**config.mk**
```make
export PLATFORM = sky130hd
export DESIGN_NAME = cacheline_adaptor
export DESIGN_NICKNAME = d
export VERILOG_FILES = /design/src/rtl/adaptor_types.sv /design/src/rtl/cacheline_adaptor.sv
export SDC_FILE = /design/constraint.sdc
export NUM_CORES = 1
export LEC_CHECK = 0
export BUFFER_PORTS_ARGS = -buffer_cell sky130_fd_sc_hd__buf_2
export CAP_MARGIN = 0
export CORE_AREA = 2 2 278 280
export DETAILED_ROUTE_END_ITERATION = 16
export DIE_AREA = 0 0 280 282
export GPL_ROUTABILITY_DRIVEN = 0
export HOLD_SLACK_MARGIN = 0.05
export SLEW_MARGIN = 20
export SYNTH_ARGS = -nofsm -noshare
export SYNTH_HDL_FRONTEND = slang
export SYNTH_SLANG_ARGS = --single-unit
```
**constraint.sdc**
```tcl
create_clock -name clk -period 19.5 [get_ports clk]
set_input_delay 1.95 -clock clk [delete_from_list [all_inputs] [get_ports clk]]
set_output_delay 1.95 -clock clk [all_outputs]
set_load 0.01 [all_outputs]
```
**src/rtl/adaptor_types.sv**
```systemverilog
// Shared types and constants for the cache-line to memory-burst adaptor.
package adaptor_types;

  typedef enum logic [1:0] {
    IDLE  = 2'd0,
    READ  = 2'd1,
    WRITE = 2'd2,
    DONE  = 2'd3
  } adaptor_state_t;

  // 256-bit line moved as 64-bit beats; line addresses are 32-byte aligned.
  localparam int BEATS       = 4;
  localparam int OFFSET_BITS = 5;

endpackage

```
**src/rtl/cacheline_adaptor.sv**
```systemverilog
// Moves 256-bit cache lines to/from main memory as four 64-bit beats,
// answering the cache with a single-cycle resp_o once the burst completes.
module cacheline_adaptor
  import adaptor_types::*;
#(
  parameter int LINE_W  = 256,
  parameter int BURST_W = 64,
  parameter int ADDR_W  = 32
) (
  input  logic               clk,
  input  logic               rst,
  input  logic [ADDR_W-1:0]  address_i,
  input  logic               read_i,
  input  logic               write_i,
  input  logic [LINE_W-1:0]  line_i,
  output logic [LINE_W-1:0]  line_o,
  output logic               resp_o,
  output logic [ADDR_W-1:0]  address_o,
  output logic               read_o,
  output logic               write_o,
  output logic [BURST_W-1:0] burst_o,
  input  logic [BURST_W-1:0] burst_i,
  input  logic               resp_i
);

  adaptor_state_t state, state_n;
  logic [1:0]        cnt;
  logic [LINE_W-1:0] line_buf;
  logic              last_beat;

  assign last_beat = resp_i && (cnt == 2'(BEATS - 1));

  always_ff @(posedge clk or posedge rst) begin
    if (rst) begin
      state     <= IDLE;
      cnt       <= '0;
      address_o <= '0;
      line_o    <= '0;
      line_buf  <= '0;
    end else begin
      state <= state_n;
      case (state)
        IDLE: begin
          if (read_i || write_i) begin
            address_o <= {address_i[ADDR_W-1:OFFSET_BITS], {OFFSET_BITS{1'b0}}};
            cnt       <= '0;
            // Read wins a simultaneous request, so only a pure write loads the buffer.
            if (!read_i) line_buf <= line_i;
          end
        end
        READ: begin
          if (resp_i) begin
            line_o[cnt*BURST_W +: BURST_W] <= burst_i;
            cnt <= cnt + 2'd1;
          end
        end
        WRITE: begin
          if (resp_i) cnt <= cnt + 2'd1;
        end
        default: ;
      endcase
    end
  end

  always_comb begin
    state_n = state;
    read_o  = 1'b0;
    write_o = 1'b0;
    resp_o  = 1'b0;
    burst_o = '0;
    case (state)
      IDLE: begin
        if (read_i)       state_n = READ;
        else if (write_i) state_n = WRITE;
      end
      READ: begin
        read_o = 1'b1;
        if (last_beat) state_n = DONE;
      end
      WRITE: begin
        write_o = 1'b1;
        burst_o = line_buf[cnt*BURST_W +: BURST_W];
        if (last_beat) state_n = DONE;
      end
      DONE: begin
        // A request still held here is not restarted: accepts happen only in IDLE.
        resp_o  = 1'b1;
        state_n = IDLE;
      end
      default: state_n = IDLE;
    endcase
  end

endmodule
```
# Word-level counts from Yosys, hierarchy flattened
# Index checks and enable logic that the tools add are counted.
dict set report word_totals {
  in_bits 357
  ff_bits 543
  output_inout_bits 355
}
dict set report op_classes {
  n_addsub 2
  n_reduce_logical 10
  bitwise_logic 1
  shifts 3
  eq_ne 8
  n_mux 12
}
# op n
set op_table {}
lappend op_table {{$bwmux W256} 1}
lappend op_table {{$shift A64 B34 Y256 const A} 1}
lappend op_table {{$shiftx A256 B9 Y64} 1}
lappend op_table {{$shiftx A64 B34 Y256} 1}
lappend op_table {{$mux W64} 1}
lappend op_table {{$neg A8 Y34} 1}
lappend op_table {{$mux W2} 5}
lappend op_table {{$eq A2 B2 Y1 const B} 3}
lappend op_table {{$pmux W2 S3} 1}
lappend op_table {{$reduce_and A2 Y1} 3}
lappend op_table {{$reduce_and A3 Y1} 2}
lappend op_table {{$ne A2 B1 Y1 const B} 2}
lappend op_table {{$pmux W2 S2} 1}
lappend op_table {{$mux W1} 3}
lappend op_table {{$ne A3 B3 Y1 const B} 1}
lappend op_table {{$add A2 B1 Y2 const B} 1}
lappend op_table {{$eq A2 B1 Y1 const B} 1}
lappend op_table {{$logic_not A2 Y1} 1}
lappend op_table {{$ne A2 B2 Y1 const B} 1}
lappend op_table {{$reduce_bool A2 Y1} 1}
lappend op_table {{$reduce_or A2 Y1} 1}
lappend op_table {{$logic_and A1 B1 Y1} 1}
lappend op_table {{$logic_or A1 B1 Y1} 1}
lappend op_table {{$not A1 Y1} 1}

# Depth between registers and ports, before layout
# Gate-level depths: netlist of the first run.
dict set report depth {
  depth_word 4
  ltp_mapped 9
}

# Least setup slack after synthesis of the first run
# No wires, ideal clock.
dict set report synth_path {
  path_kind {register -> output}
  start {register cnt[0]}
  end {output burst_o[13]}
  arrival_time_ns 1.579
  path_stages_with_launch 6
  t_required_ns 17.550
  slack_ns 15.971
  path_cell_list {dfrtp_1 > clkbuf_2 > buf_6 > buf_4 > mux4_2 > and2_1}
}
dict set report synth_between {
  elab_chain_len 2
}
# element line
set synth_lines {}
lappend synth_lines {{start, declared} cacheline_adaptor.sv:27} ;# logic [1:0] cnt;
lappend synth_lines {{start signal, assigned} cacheline_adaptor.sv:54} ;# cnt <= cnt + 2'd1;
lappend synth_lines {{start signal, assigned} cacheline_adaptor.sv:58} ;# if (resp_i) cnt <= cnt + 2'd1;
lappend synth_lines {{$shiftx A256 B9 Y64} cacheline_adaptor.sv:82} ;# burst_o = line_buf[cnt*BURST_W +: BURST_W];
lappend synth_lines {{$mux W64} cacheline_adaptor.sv:71} ;# case (state)
lappend synth_lines {{end, declared} cacheline_adaptor.sv:21} ;# output logic [BURST_W-1:0] burst_o,
# Every way passes these cells.

# Worst setup path after layout of the first run
dict set report layout_path {
  start {register cnt[0]}
  end {output burst_o[4]}
}
# Same word-level chain as after synthesis.

==> results.py, run 1 <==
metrics = {
    "timing": {
        "min_period_ns": 5.22,
        "slew_violations": 0,
        "timing.max_slew.rel_slack": 0.307,
        "sum_of_negative_setup_slack_ns": 0,
        "hold_viol_final": 0,
        "fmax_ghz": 0.192,
        "rsz_0062_raised_after_global_routing": "no",
        "setup_violations": 0,
        "worst_pin_slew_ns": 1.04,
        "post-route-period-util": 0.267,
        "worst_slack_ns": 14.28,
        "final.setup_skew_ns": 0.0198,
    },
    "worst_setup_path": {
        "timing.setup.critical_path_class": "reg2out",
        "timing.critical_path.required_ns": 17.55,
        "timing.critical_path.from_type": "register",
        "crit_path_end_kind": "output port",
        "cp_data_arrival_time_ns": 3.27,
        "critical_path.max_fanout": 42,
    },
    "synth": {
        "yosys.area.top_type_share": 0.614,
        "yosys_register_bits": 543,
        "synth_edf_count": 0,
        "share_of_flip_flops_with_an_asynchronous_set_or_reset_after_synthesis": 1.00,
        "netlist_top_cells_count": "543 x sky130_fd_sc_hd__dfrtp_1, 283 x sky130_fd_sc_hd__mux2_2, 152 x sky130_fd_sc_hd__a22o_1",
        "synth_top_flop_cell": "sky130_fd_sc_hd__dfrtp_1",
        "synth_seq_area_share": 0.614,
        "yosysUniqueCellTypes": 34,
        "syn-cell-area_sq_um": 22100,
        "syn_avg_cell_area_sq_um": 15.0,
        "synthTopCellsByArea": "sky130_fd_sc_hd__dfrtp_1 61%, sky130_fd_sc_hd__mux2_2 14%, sky130_fd_sc_hd__mux4_2 6.5%",
        "synthesis.yosys.warnings": 0,
        "postSynthCellCount": 1476,
        "yosys.area.top_type": "sky130_fd_sc_hd__dfrtp_1",
        "synthMostInstantiatedCell": "sky130_fd_sc_hd__dfrtp_1",
    },
    "cts": {
        "cts.reportedPaths.clkPinSlew_ns": 0.06,
        "tritoncts": "built",
        "cts_hold_buffers": 0,
        "clock-sinks": 543,
        "htreeDepth": 2,
        "postCtsSetupRepairBufs": 0,
        "worst_skew_pair.late_latency_ns": 0.62,
        "cts-root-to-sink-buffers": 3,
        "cts_root_buf": "sky130_fd_sc_hd__clkbuf_16",
        "tritoncts.num_buffers": 59,
        "cts_resized": 0,
    },
    "pwr": {
        "share_clk_of_total_power": 0.279,
        "power.net_switching_mw": 1.31,
        "power.switching_fraction": 0.303,
        "power.ir.vdd_worst_v": 0.0000788,
        "cellLeakagePower_nw": 14.3,
        "internal_power_mw": 3.02,
        "comb_power_share": 0.311,
        "powerDensity_nw_per_um2": 151,
        "share_seq_of_total_power": 0.410,
    },
    "routing": {
        "drt-pass1-iter-count": 4,
        "antenna_violating_nets_post_route": 0,
        "routedWlPerCell_um": 21.0,
        "vias": 15266,
        "wl_um": 66900,
        "detail_route.drc_violations": 0,
        "avgViaCountPerCell": 4.79,
        "first_iter_violations": 843,
    },
    "floorplan": {
        "placement_rows": 101,
        "core_region_area_sq_um": 75700,
        "floorplan.die.height_um": 282,
        "die_w_um": 280,
        "initial_utilization": 0.292,
        "ios": 712,
        "design.die.area_sq_um": 79000,
    },
    "grt": {
        "maximum_number_of_pins_on_one_net_before_global_route_repair": 168,
        "number_of_global_route_vias_before_repair": 16473,
        "grtUsageTotal": 0.163,
        "number_of_antenna_violations_at_the_first_check_in_global_routing": 19,
        "grt_first_pass_wirelength_um": 99800,
        "grt.overflow.total": 0,
    },
    "place": {
        "dpl_worst_slack_ns": 13.93,
        "hpwlAfterDp_um": 47100,
        "dp_cells": 3066,
        "port-buffer-count": 701,
        "postPlaceCellArea_sq_um": 26500,
    },
    "layout": {
        "layout.cells.non_filler": 3187,
        "flow.area_growth_from_synthesis_pct": 29.6,
        "final_design_area_no_fill_sq_um": 28700,
        "final_layout_size_suffix_gt1_frac": 0.565,
        "nets": 2517,
    },
    "run": {
        "cap_violations": 0,
    },
    "hold_path": {
        "path_class_of_the_lowest_slack_min_delay_path": "reg2reg",
    },
    "outcome": {
        "outcome": "finished clean",
    },
}
==> area by class of cell <==
cell class / instances / area, sq um
Fill cell: 7290 / 47000
Tap cell: 978 / 1220
Sequential cell: 543 / 13600
Timing Repair Buffer: 723 / 3690
Antenna cell: 10 / 25.0
Inverter: 6 / 30.0
Clock inverter: 26 / 357
Multi-Input combinational cell: 816 / 7960
Clock buffer: 85 / 1800
==> routing by layer <==
metal / up-vias / track usage / share of wire
li1: 6737 / - / -
met1: 7748 / 0.194 / 0.39
met2: 637 / 0.278 / 0.49
met3: 126 / 0.0518 / 0.085
met4: 18 / 0.0564 / 0.030
met5: - / 0 / 0.0018
==> worst max-delay path, stage by stage (launching register included) <==
cell and delay [ns]:
sky130_fd_sc_hd__dfrtp_4 0.80, sky130_fd_sc_hd__buf_4 0.79, sky130_fd_sc_hd__mux4_2 0.59, sky130_fd_sc_hd__and2_1 0.20
sky130_fd_sc_hd__buf_2 0.16
==> registers in the layout, summed over array words and instances, names as in the netlist <==
signal and flops:
line_buf 256, address_o 27, cnt 2, state 2, line_o 256
==> worst paths after layout <==
| check | startpoint | to | slack [ns] | cells past startpoint |
|---|---|---|---|---|
| hold reg to reg | line_o[241]$_DFFE_PP0P_ | line_o[241]$_DFFE_PP0P_ | 0.48 | 2 |
| hold / removal | line_o[241]$_DFFE_PP0P_ | line_o[241]$_DFFE_PP0P_ | 0.48 | 2 |
| setup reg to reg | state[0]$_DFFE_PP0P_ | line_buf[203]$_DFFE_PP0P_ | 15.70 | 6 |
| setup / recovery | cnt[0]$_DFFE_PP0P_ | burst_o[4] | 14.28 | 4 |
| min in group asynchronous | rst | line_o[186]$_DFFE_PP0P_ | 1.53 | 2 |
| max in group asynchronous | rst | line_buf[117]$_DFFE_PP0P_ | 14.77 | 5 |
==> logic make-up after synthesis <==
family                   count (synthesis)  share of synthesized area
buffers and inverters                  121                     0.0289
AND/OR/NAND/NOR                        188                     0.0426
adder cells (fa/ha/maj)                 11                    0.00622
multiplexers                           352                      0.211
flip-flops                             543                      0.614
AO/OA/AOI/OAI                          260                     0.0968
other                                    1                   0.000169
==> power by group through the flow <==
| stage | Clock, mW | Combinational (mW) | Sequential [mW] |
|---|---|---|---|
| final | 1.21 | 1.35 | 1.77 |
| after global routing | 1.29 | 1.45 | 1.82 |
| after global placement | 0 | 1.34 | 1.76 |
| after detailed placement | 0 | 1.37 | 1.79 |
| after CTS | 1.24 | 1.37 | 1.78 |
| after floorplan | 0 | 0.872 | 1.78 |
==> layout by cell type, fill, tap and decap left out, types with 10 or more instances in the layout <==
master                      count
sky130_fd_sc_hd__clkbuf_16     60
sky130_fd_sc_hd__dfrtp_1      541
sky130_fd_sc_hd__mux4_2        64
sky130_fd_sc_hd__mux2_2       283
sky130_fd_sc_hd__clkinv_2      14
sky130_fd_sc_hd__o21ai_1       34
sky130_fd_sc_hd__buf_2        701
sky130_fd_sc_hd__nand2_1      108
sky130_fd_sc_hd__ha_1          10
sky130_fd_sc_hd__clkbuf_8      20
sky130_fd_sc_hd__o21ai_0       19
sky130_fd_sc_hd__buf_4         20
sky130_fd_sc_hd__diode_2       10
sky130_fd_sc_hd__a22o_1       152
sky130_fd_sc_hd__a22o_2        52
sky130_fd_sc_hd__and2_1        64
==> stage by stage <==
stage	power, mW	utilization	hold WS [ns]
floorplan	2.65	-	0.474
global placement	3.10	0.350	0.465
detailed placement	3.16	0.350	0.471
CTS	4.38	0.378	0.484
global route	4.57	0.379	0.510
finish	4.33	0.379	0.483
No activity file was read; power rests on OpenSTA's default activity.
==> run 2, diff against run 1 <==
--- a/config.mk
+++ b/config.mk
@@ -7,9 +7,9 @@
 export LEC_CHECK = 0
 export BUFFER_PORTS_ARGS = -buffer_cell sky130_fd_sc_hd__buf_2
 export CAP_MARGIN = 0
-export CORE_AREA = 2 2 278 280
+export CORE_AREA = 2 2 273 275
 export DETAILED_ROUTE_END_ITERATION = 16
-export DIE_AREA = 0 0 280 282
+export DIE_AREA = 0 0 275 277
 export GPL_ROUTABILITY_DRIVEN = 0
 export HOLD_SLACK_MARGIN = 0.05
 export SLEW_MARGIN = 20
==> constraint.sdc (replaced) <==
create_clock -name clk -period 4.7 [get_ports clk]
set_input_delay 0.47 -clock clk [delete_from_list [all_inputs] [get_ports clk]]
set_output_delay 0.47 -clock clk [all_outputs]
set_load 0.01 [all_outputs]
==> results.py, run 2 (synthesis results as in run 1) <==
metrics = {
    "outcome": {
        "outcome": "finished clean",
    },
    "cts": {
        "cts_resized": 0,
        "cts_hold_buffers": 83,
        "cts.reportedPaths.clkPinSlew_ns": 0.06,
        "tritoncts": "built",
        "clock-sinks": 543,
        "cts_root_buf": "sky130_fd_sc_hd__clkbuf_16",
        "cts-root-to-sink-buffers": 3,
        "htreeDepth": 2,
        "postCtsSetupRepairBufs": 0,
        "tritoncts.num_buffers": 58,
        "worst_skew_pair.late_latency_ns": 0.61,
    },
    "place": {
        "hpwlAfterDp_um": 47400,
        "dpl_worst_slack_ns": 1.68,
        "dp_cells": 3066,
        "postPlaceCellArea_sq_um": 26600,
        "port-buffer-count": 701,
    },
    "floorplan": {
        "initial_utilization": 0.301,
        "ios": 712,
        "placement_rows": 100,
        "floorplan.die.height_um": 277,
        "core_region_area_sq_um": 73600,
        "die_w_um": 275,
        "design.die.area_sq_um": 76200,
    },
    "routing": {
        "routedWlPerCell_um": 20.9,
        "drt-pass1-iter-count": 5,
        "wl_um": 68300,
        "avgViaCountPerCell": 4.74,
        "antenna_violating_nets_post_route": 0,
        "vias": 15500,
        "first_iter_violations": 798,
        "detail_route.drc_violations": 0,
    },
    "worst_setup_path": {
        "timing.critical_path.required_ns": 4.23,
        "critical_path.cell_chain": "buf_4 -> mux4_2 -> and2_1 -> buf_2",
        "timing.setup.critical_path_class": "reg2out",
        "timing.critical_path.from_type": "register",
        "worst_path_max_delay_cell": "sky130_fd_sc_hd__buf_4",
        "ff2ff_setup_slack_ns": 1.71,
        "critical_path.max_fanout": 47,
        "crit_path_end_kind": "output port",
        "critPathMaxStageDelay_ns": 0.70,
        "cp_data_arrival_time_ns": 2.82,
    },
    "pwr": {
        "cellLeakagePower_nw": 14.5,
        "power.ir.vdd_worst_v": 0.000314,
        "powerDensity_nw_per_um2": 597,
        "design_power_total_mw": 17.5,
    },
    "timing": {
        "slew_violations": 0,
        "worst_slack_ns": 1.41,
        "rsz_0062_raised_after_global_routing": "no",
        "hold_viol_final": 0,
        "timing.max_slew.rel_slack": 0.338,
        "fmax_ghz": 0.304,
        "setup_violations": 0,
        "final.setup_skew_ns": 0.0164,
        "min_period_ns": 3.29,
        "post-route-period-util": 0.701,
        "worst_pin_slew_ns": 0.993,
    },
    "layout": {
        "layout.cells.non_filler": 3269,
        "final_design_area_no_fill_sq_um": 29400,
        "flow.area_growth_from_synthesis_pct": 32.7,
        "finalCoreUtilization": 0.399,
        "n_fill_cell": 7007,
        "layout.area.seq_sq_um": 13600,
        "most-common-layout-cells": "701 x sky130_fd_sc_hd__buf_2, 541 x sky130_fd_sc_hd__dfrtp_1, 283 x sky130_fd_sc_hd__mux2_2, 152 x sky130_fd_sc_hd__a22o_1, 108 x sky130_fd_sc_hd__nand2_1",
        "multiInputGateArea_sq_um": 7970,
        "largest_regs": "line_buf: 256 flops, line_o: 256 flops, address_o: 27 flops",
        "final_layout_size_suffix_gt1_frac": 0.540,
        "nets": 2608,
        "mostFrequentLayoutCell": "sky130_fd_sc_hd__buf_2",
    },
    "run": {
        "cap_violations": 0,
    },
    "grt": {
        "number_of_antenna_violations_at_the_first_check_in_global_routing": 21,
        "grt.overflow.total": 0,
        "number_of_global_route_vias_before_repair": 16929,
        "grt_first_pass_wirelength_um": 103000,
        "grtUsageTotal": 0.176,
        "maximum_number_of_pins_on_one_net_before_global_route_repair": 168,
    },
    "hold_path": {
        "path_class_of_the_lowest_slack_min_delay_path": "in2reg",
    },
}
-- run 2: area by class of cell --
cell class                      instances  area share
Antenna cell                           16     0.00136
Clock buffer                           90      0.0586
Clock inverter                         14     0.00507
Inverter                                6    0.000895
Multi-Input combinational cell        816       0.271
Sequential cell                       543       0.463
Tap cell                              969      0.0413
Timing Repair Buffer                  815       0.159
-- run 2: path summary, 6_finish.rpt --
kind / cells past startpoint / end / from
setup / recovery: 4 / burst_o[0] / cnt[1]$_DFFE_PP0P_
hold / removal: 2 / address_o[21]$_DFFE_PP0P_ / address_i[21]
setup reg to reg: 6 / line_o[58]$_DFFE_PP0P_ / cnt[1]$_DFFE_PP0P_
hold reg to reg: 2 / line_o[244]$_DFFE_PP0P_ / line_o[244]$_DFFE_PP0P_
max in group asynchronous: 5 / line_buf[172]$_DFFE_PP0P_ / rst
min in group asynchronous: 3 / line_o[177]$_DFFE_PP0P_ / rst
-- run 2: power by group --
part	total, mW	switching (mW)	internal [mW]
sequential	7.31	0.919	6.39
combinational	5.75	2.59	3.16
clock	4.48	1.90	2.58
total	17.5	5.42	12.1
-- run 2: per-layer routing --
layer,GRT usage,wire length (um),vias up,share of wire
li1,-,-,6905,-
met1,0.208,26500,7849,0.39
met2,0.299,34000,613,0.50
met3,0.0523,5470,123,0.080
met4,0.0667,2210,10,0.032
met5,0,71,-,0.0010
-- run 2: worst max-delay path: cells and delay by family (launching register included) --
kind                   cells  cell delay [ns]
buffers and inverters      2             0.86
muxes                      1             0.42
and+or+nand+nor            1             0.21
DFF                        1             0.68
-- run 2: metrics by stage --
stage	hold WS [ns]	setup TNS, ns
after floorplan	0.474	-1713.67
after global placement	0.460	0
after detailed placement	0.472	0
after CTS	0.0502	0
after global routing	0.0555	0
final	0.0969	0
==> run 3, diff against run 2 <==
--- a/config.mk
+++ b/config.mk
@@ -5,11 +5,12 @@
 export SDC_FILE = /design/constraint.sdc
 export NUM_CORES = 1
 export LEC_CHECK = 0
+export ABC_AREA = 1
 export BUFFER_PORTS_ARGS = -buffer_cell sky130_fd_sc_hd__buf_2
 export CAP_MARGIN = 0
-export CORE_AREA = 2 2 273 275
+export CORE_AREA = 2 2 280 282
 export DETAILED_ROUTE_END_ITERATION = 16
-export DIE_AREA = 0 0 275 277
+export DIE_AREA = 0 0 282 284
 export GPL_ROUTABILITY_DRIVEN = 0
 export HOLD_SLACK_MARGIN = 0.05
 export SLEW_MARGIN = 20
==> constraint.sdc (replaced) <==
create_clock -name clk -period 3.1 [get_ports clk]
set_input_delay 0.31 -clock clk [delete_from_list [all_inputs] [get_ports clk]]
set_output_delay 0.31 -clock clk [all_outputs]
set_load 0.01 [all_outputs]
==> results.py, run 3 <==
metrics = {
    "cts": {
        "worst_skew_pair.late_latency_ns": 0.62,
        "htreeDepth": 2,
        "cts_hold_buffers": 348,
        "tritoncts.num_buffers": 58,
        "cts_resized": 0,
        "cts.reportedPaths.clkPinSlew_ns": 0.06,
        "clock-sinks": 543,
        "cts_root_buf": "sky130_fd_sc_hd__clkbuf_16",
        "cts-root-to-sink-buffers": 3,
        "tritoncts": "built",
        "postCtsSetupRepairBufs": 0,
    },
    "layout": {
        "most-common-layout-cells": "751 x sky130_fd_sc_hd__nand2_1, 701 x sky130_fd_sc_hd__buf_2, 541 x sky130_fd_sc_hd__dfrtp_1, 348 x sky130_fd_sc_hd__dlygate4sd3_1, 343 x sky130_fd_sc_hd__inv_1",
        "n_fill_cell": 7560,
        "final_layout_size_suffix_gt1_frac": 0.220,
        "mostFrequentLayoutCell": "sky130_fd_sc_hd__nand2_1",
        "flow.area_growth_from_synthesis_pct": 41.5,
        "largest_regs": "line_buf: 256 flops, line_o: 256 flops, address_o: 27 flops",
        "final_design_area_no_fill_sq_um": 33700,
        "nets": 4245,
        "finalCoreUtilization": 0.438,
    },
    "worst_setup_path": {
        "timing.setup.critical_path_class": "reg2out",
        "timing.critical_path.from_type": "register",
        "cp_data_arrival_time_ns": 2.44,
        "crit_path_end_kind": "output port",
        "timing.critical_path.required_ns": 2.79,
        "critical_path.max_fanout": 54,
    },
    "timing": {
        "worst_pin_slew_ns": 1.03,
        "rsz_0062_raised_after_global_routing": "no",
        "timing.max_slew.rel_slack": 0.315,
        "fmax_ghz": 0.363,
        "setup_violations": 0,
        "worst_slack_ns": 0.348,
        "post-route-period-util": 0.888,
        "min_period_ns": 2.75,
        "slew_violations": 0,
        "hold_viol_final": 0,
        "fin_hold_ws_ns": 0.0907,
        "final.setup_skew_ns": 0.0266,
    },
    "synth": {
        "synth.mux.area_fraction": 0,
        "synth_fa_ha_area_frac": 0.00578,
        "synth_top_family_by_area": "simple AND/OR/NAND/NOR gates",
        "synth_xor_area_frac": 0,
        "yosys_register_bits": 543,
        "yosys.area.top_type_share": 0.571,
        "syn-cell-area_sq_um": 23800,
        "share_of_the_synthesized_area_in_compound_gates_ao_oa_aoi_oai": 0.101,
        "postSynthCellCount": 2909,
        "synthTopCellsByArea": "sky130_fd_sc_hd__dfrtp_1 57%, sky130_fd_sc_hd__nand2_1 12%, sky130_fd_sc_hd__a21oi_1 6.7%",
        "netlist_top_cells_count": "751 x sky130_fd_sc_hd__nand2_1, 543 x sky130_fd_sc_hd__dfrtp_1, 345 x sky130_fd_sc_hd__inv_1",
        "synth_edf_count": 0,
        "yosys.area_share.simple": 0.226,
        "synth_top_flop_cell": "sky130_fd_sc_hd__dfrtp_1",
        "syn_avg_cell_area_sq_um": 8.18,
        "yosysUniqueCellTypes": 23,
        "share_of_flip_flops_with_an_asynchronous_set_or_reset_after_synthesis": 1.00,
        "yosys.area.top_type": "sky130_fd_sc_hd__dfrtp_1",
        "synthesis.yosys.warnings": 0,
        "synth_seq_area_share": 0.571,
        "synthMostInstantiatedCell": "sky130_fd_sc_hd__nand2_1",
    },
    "floorplan": {
        "initial_utilization": 0.309,
        "placement_rows": 102,
        "core_region_area_sq_um": 77000,
        "die_w_um": 282,
        "ios": 712,
        "design.die.area_sq_um": 80100,
        "floorplan.die.height_um": 284,
    },
    "pwr": {
        "design_power_total_mw": 27.3,
        "power.ir.vdd_worst_v": 0.000459,
        "powerDensity_nw_per_um2": 812,
        "cellLeakagePower_nw": 18.4,
    },
    "routing": {
        "avgViaCountPerCell": 4.64,
        "routedWlPerCell_um": 17.0,
        "antenna_violating_nets_post_route": 0,
        "first_iter_violations": 1633,
        "drt-pass1-iter-count": 5,
        "vias": 23095,
        "wl_um": 84800,
        "detail_route.drc_violations": 0,
    },
    "grt": {
        "number_of_global_route_vias_before_repair": 22877,
        "maximum_number_of_pins_on_one_net_before_global_route_repair": 237,
        "grtUsageTotal": 0.204,
        "grt_first_pass_wirelength_um": 129000,
        "number_of_antenna_violations_at_the_first_check_in_global_routing": 11,
        "grt.overflow.total": 0,
    },
    "place": {
        "dpl_worst_slack_ns": 0.769,
        "port-buffer-count": 701,
        "hpwlAfterDp_um": 54700,
        "postPlaceCellArea_sq_um": 28200,
    },
    "outcome": {
        "outcome": "finished clean",
    },
    "run": {
        "cap_violations": 0,
    },
    "hold_path": {
        "path_class_of_the_lowest_slack_min_delay_path": "in2reg",
    },
}
==> run 3: cell types whose count changed after synthesis, moves of 152 or more <==
cell                      change
sky130_fd_sc_hd__a22o_1     -152
sky130_fd_sc_hd__nand3_1    +255
sky130_fd_sc_hd__a21oi_1    +320
sky130_fd_sc_hd__inv_1      +339
sky130_fd_sc_hd__nand2_1    +643
sky130_fd_sc_hd__mux2_2     -283
sky130_fd_sc_hd__nor2_1     +314
==> run 3: final cells by class <==
cell class	instances	area [sq um]	area share
Timing Repair Buffer	1094	7530	0.224
Clock inverter	18	171	0.00509
Multi-Input combinational cell	1829	7970	0.237
Clock buffer	91	1780	0.0527
Tap cell	1040	1300	0.0386
Sequential cell	543	13600	0.404
Antenna cell	7	17.5	0.000520
Inverter	351	1320	0.0393
==> run 3: final timing paths <==
kind	endpoint	slack, ns	startpoint	cells past startpoint
max	burst_o[36]	0.35	cnt[0]$_DFFE_PP0P_	5
min reg2reg	line_o[18]$_DFFE_PP0P_	0.47	line_o[18]$_DFFE_PP0P_	2
min in group asynchronous	line_buf[114]$_DFFE_PP0P_	0.31	rst	3
min	state[1]$_DFFE_PP0P_	0.09	read_i	4
max in group asynchronous	line_o[202]$_DFFE_PP0P_	1.71	rst	4
max reg2reg	line_o[184]$_DFFE_PP0P_	0.76	state[1]$_DFFE_PP0P_	8
==> run 3: worst max-delay path: stages, from the launching register on <==
cell                      delay, ns
sky130_fd_sc_hd__dfrtp_4       0.54
sky130_fd_sc_hd__buf_4         0.33
sky130_fd_sc_hd__nand2_1       0.15
sky130_fd_sc_hd__nand3_1       0.09
sky130_fd_sc_hd__a21oi_1       0.47
sky130_fd_sc_hd__buf_2         0.23
==> run 3: layer usage <==
layer | global-route usage | vias up | routed length [um]
met5 | 0 | - | 66
met4 | 0.0741 | 10 | 3020
met3 | 0.0457 | 182 | 6660
met2 | 0.345 | 907 | 40400
met1 | 0.253 | 10999 | 34600
li1 | - | 10997 | -
==> run 3: per-stage QoR <==
step	TNS, ns	std cells
after floorplan	-2495.59	2913
after global placement	0	4509
after detailed placement	0	4509
after CTS	0	4966
after global routing	0	4971
final	0	4973
==> run 3: power breakdown <==
part	leakage [nW]	total [mW]	switching (mW)	internal, mW
sequential	6.70	10.2	0.803	9.42
clock	0.963	7.04	2.95	4.09
combinational	10.7	10.1	6.62	3.46
==> run 3: cell families after synthesis <==
family          after synthesis
buf+inv                     541
fa+ha+maj                    11
other cells                   1
compound gates              478
flops                       543
simple gates               1335
